[src/rtl/seg_scan_ctrl.sv]
// Time-multiplexed 7-segment scan controller with double-buffered hex value and anode guard interval.
// Optional leading-zero blanking is enabled by defining SEG_LZB_EN.
module seg_scan_ctrl #(
    parameter int unsigned DIGITS   = 4,
    parameter int unsigned SCAN_DIV = 50000,
    parameter int unsigned GUARD    = 2
) (
    input  logic                  clk,
    input  logic                  rst,
    input  logic                  load,
    input  logic [4*DIGITS-1:0]   value_in,
    output logic                  pending,
    output logic [3:0]            bin_out,
    input  logic [6:0]            seg_in,
    output logic [6:0]            seg_out,
    output logic [DIGITS-1:0]     an_out,
    output logic                  frame_done
);

    localparam int unsigned CW = (SCAN_DIV > 1) ? $clog2(SCAN_DIV) : 1;
    localparam int unsigned IW = $clog2(DIGITS);
    localparam logic [CW-1:0] CNT_LAST  = CW'(SCAN_DIV - 1);
    localparam logic [CW-1:0] CNT_GUARD = CW'(GUARD);
    localparam logic [IW-1:0] IDX_LAST  = IW'(DIGITS - 1);

    logic [CW-1:0]          cnt, cnt_nxt;
    logic [IW-1:0]          idx, idx_nxt;
    logic [DIGITS-1:0][3:0] shadow, shadow_nxt;
    logic [DIGITS-1:0][3:0] active, active_nxt;
    logic                   pending_nxt;
    logic                   tick;
    logic                   boundary;
    logic [DIGITS-1:0]      lit;
    logic [DIGITS-1:0]      an_nxt;

    always_comb begin
        tick     = (cnt == CNT_LAST);
        boundary = tick && (idx == IDX_LAST);
        cnt_nxt  = tick ? '0 : cnt + 1'b1;
        idx_nxt  = idx;
        if (tick) begin
            idx_nxt = (idx == IDX_LAST) ? '0 : idx + 1'b1;
        end

        shadow_nxt  = shadow;
        active_nxt  = active;
        pending_nxt = pending;
        if (load) begin
            shadow_nxt  = value_in;
            pending_nxt = 1'b1;
        end
        // A load on the boundary bypasses the shadow so it is shown in the frame starting now.
        if (boundary) begin
            pending_nxt = 1'b0;
            if (load) begin
                active_nxt = value_in;
            end else if (pending) begin
                active_nxt = shadow;
            end
        end
    end

`ifdef SEG_LZB_EN
    always_comb begin
        logic upper_nz;
        lit      = '0;
        lit[0]   = 1'b1;
        upper_nz = 1'b0;
        for (int unsigned k = 1; k < DIGITS; k++) begin
            upper_nz            = upper_nz | (active_nxt[DIGITS-k] != 4'h0);
            lit[DIGITS-k]       = upper_nz;
        end
    end
`else
    always_comb begin
        lit = '1;
    end
`endif

    // Anodes are registered from next-state so the pins change glitch-free on the slot edge.
    always_comb begin
        an_nxt = '1;
        if ((cnt_nxt >= CNT_GUARD) && lit[idx_nxt]) begin
            an_nxt[idx_nxt] = 1'b0;
        end
    end

    always_ff @(posedge clk) begin
        if (rst) begin
            cnt        <= '0;
            idx        <= '0;
            shadow     <= '0;
            active     <= '0;
            pending    <= 1'b0;
            bin_out    <= '0;
            seg_out    <= 7'h7F;
            an_out     <= '1;
            frame_done <= 1'b0;
        end else begin
            cnt        <= cnt_nxt;
            idx        <= idx_nxt;
            shadow     <= shadow_nxt;
            active     <= active_nxt;
            pending    <= pending_nxt;
            bin_out    <= active_nxt[idx_nxt];
            seg_out    <= seg_in;
            an_out     <= an_nxt;
            frame_done <= boundary;
        end
    end

endmodule
[config.mk]
export PLATFORM = sky130hd
export DESIGN_NAME = seg_scan_ctrl
export DESIGN_NICKNAME = d
export VERILOG_FILES = /design/src/rtl/seg_scan_ctrl.sv
export SDC_FILE = /design/constraint.sdc
export NUM_CORES = 1
export LEC_CHECK = 0
export BUFFER_PORTS_ARGS = -buffer_cell sky130_fd_sc_hd__buf_2
export CAP_MARGIN = 20
export CORE_ASPECT_RATIO = 0.5
export CORE_MARGIN = 8
export CORE_UTILIZATION = 56
export CTS_CLUSTER_DIAMETER = 30
export DETAILED_ROUTE_END_ITERATION = 7
export PLACE_DENSITY = 0.79
export SLEW_MARGIN = 20
export SYNTH_ARGS = -nofsm -noshare
export SYNTH_HDL_FRONTEND = slang
export SYNTH_SLANG_ARGS = --single-unit
[constraint.sdc]
create_clock -name clk -period 2.6 [get_ports clk]
set_input_delay 0.39 -clock clk [delete_from_list [all_inputs] [get_ports clk]]
set_output_delay 0.39 -clock clk [all_outputs]
set_load 0.01 [all_outputs]
==> out/summary.txt <==
Post-place instance area - 3240 um2
Share of post-route cells with drive strength above 1 - 27.9%
Crit start category - flop
Clock sink total - 67
CP endpoint kind - flop
Rows - 18
Max-slew headroom - 63.4%
Ant diodes - 0
Class of the most critical hold timing path - primary input to flop
# Post-CTS Setup Buffers - 0
Fin crit share - 94.2%
Fillers - 378
Vias in the first global route - 2355
Post_cts resized - 0
WP data required - 2.85 ns
GP Congestion - 0.869
Fmax - 0.408 GHz
Skew-Pair Late Insertion Delay - 0.35 ns
Die ar. - 7880 um2
H-tree levels - 3
Setup Skew - 0.00541 ns
Synth area leaders - dfxtp_1, nor2_1, mux2i_1, mux2_2, inv_1
Unique masters post-synth - 46
Largest net degree at the start of global routing - 31
Synth warn - 0
Leakage - 1.33 nW
Post-CTS Hold Fix Bufs - 0
Max-cap viol count - 0
Number of enable flip-flop cells after synthesis - 0
Slew @ Worst Pin - 0.544 ns
Fin area - 3440 um2
Area Growth Syn to Fin - 18.5%
Root Driver - clkbuf_8
Initial DRC count - 135
Routed Antenna Nets - 0
Register-to-Register Path Depth - 6
Vias - 2285
Vias per inst - 5.21
Buffers on Ports - 42
Status - completed
Placeable Area - 4950 um2
DP Wirelength - 4630 um
Final Hold Viols - 0
Number of synthesized register bits - 67
First-pass GRT wire length - 10700 um
CTS tree - built
Final Setup Violations - 0
Remaining DRCs - 0
Chip Width - 118 um
RSZ-0062 raised after global routing - no
GR Overflow Total - 0
Final WL - 6170 um
Pwr Density - 596 nW/um2
Synth top area share - 46.2%
Syn_nets - 343
# IOs - 43
Prevailing post-synth register cell - dfxtp_1
Initial core utilization - 58.6%
Hold depth - 2
WP data arrival - 2.70 ns
Post-synthesis sequential area ratio - 46.2%
Asr flop ratio synth - 0%
Worst-path clk slew - 0.07 ns
Clock buffer depth - 2
VDD IR max - 0.449 mV
CTS Buf Count - 9
Most frequent cells after synthesis - dfxtp_1, nor2_1, inv_1
Mapped Area - 2900 um2
Cell with the most instances after synthesis - dfxtp_1
GRT Total Usage - 16.8%
Post-route minimum period - 2.45 ns
Crit Path Max Fanout - 9
Post-layout util - 69.4%
Design Power - 0.00205 W
Drt pass-1 iters - 4
WS Path Type - flop to flop
Number of antenna violations at the first check in global routing - 0
DIE HEIGHT - 66.9 um
Setup TNS - 0 ns
# nets final - 392
Biggest area consumer among synthesized cells - dfxtp_1
Routed wire per std cell - 14.0 um
Post-Syn Area per Cell - 9.21 um2
Cells after Synth - 315
Fin. max-slew vios - 0
[logic make-up (layout without fill, tap and decap cells)]
logic type               after synthesis  in the layout  synth area share [%]
multiplexers                          29             29                  10.5
adder cells (fa/ha/maj)                2              2                 0.862
buffers and inverters                 37             91                  5.35
XOR/XNOR                              14             14                  4.23
AO/OA/AOI/OAI                         36             36                  9.96
flip-flops                            67             67                  46.2
AND/OR/NAND/NOR                      130            130                  22.9
[area by class of cell]
type | instances | area, um2 | area share, %
multi-input cells | 211 | 1410 | 40.9
clock buffers | 9 | 124 | 3.60
well taps | 70 | 87.6 | 2.55
inverters | 18 | 67.6 | 1.97
clock inverters | 7 | 77.6 | 2.26
repair buffers | 57 | 335 | 9.75
flip-flops and latches | 67 | 1340 | 39.0
[per-stage QoR]
| step | hold WS (ns) | setup slack, ns | std cells |
|---|---|---|---|
| detailed placement | 0.465 | 0.173 | 423 |
| CTS | 0.206 | 0.150 | 439 |
| global route | 0.210 | 0.00133 | 439 |
| global placement | 0.457 | 0.223 | 423 |
| finish | 0.223 | 0.150 | 439 |
| floorplan | 0.441 | 0.163 | 315 |
[registers in the layout (all words and copies together), names as in the netlist]
| name | flops |
|---|---|
| pending | 1 |
| frame_done | 1 |
| an_out | 4 |
| active | 16 |
| cnt | 16 |
| seg_out | 7 |
| shadow | 16 |
| bin_out | 4 |
| idx | 2 |
[metal layers]
layer	up-vias	wire length, um	part of all wire, %	track usage, %
met1	1041	2680	43	17.9
met2	54	3040	49	29.8
met3	17	340	5.5	6.75
li1	1173	-	-	-
met5	-	0	0	0
met4	0	113	1.8	7.11
[critical path, cell delays in order (launching register included)]
cell       delay [ns]
dfxtp_1          0.36
or4_4            0.58
or4_4            0.60
o2bb2a_2         0.29
o211ai_2         0.08
o22ai_2          0.12
a2111oi_4        0.31
[final timing paths]
kind                            startpoint  slack [ns]          to
worst min register to register  shadow[11]        0.48  shadow[11]
worst min-delay path             seg_in[1]        0.22  seg_out[1]
worst max register to register     cnt[11]        0.15  bin_out[3]
worst max-delay path               cnt[11]        0.15  bin_out[3]
[power breakdown]
part	leakage [nW]	total (W)	internal, W	switching [W]
registers	0.546	0.00107	0.00105	0.0000132
logic	0.676	0.000117	0.0000510	0.0000661
clock network	0.105	0.000866	0.000450	0.000416
total	1.33	0.00205	0.00155	0.000495
[layout by cell type (no fill, tap or decap), types with 8 or more instances in the layout]
cell      Yosys  final
mux2_2       12     12
nor2_1       56     56
mux2i_1      17     17
nand2_1      15     15
clkbuf_8      0      9
nor4_1        8      8
buf_2         1     42
or2_2         8      8
buf_4         0     14
dfxtp_1      67     67
nand3_1      10     10
inv_1        18     18
a21oi_1       9      9
No activity file was read; power rests on OpenSTA's default activity.
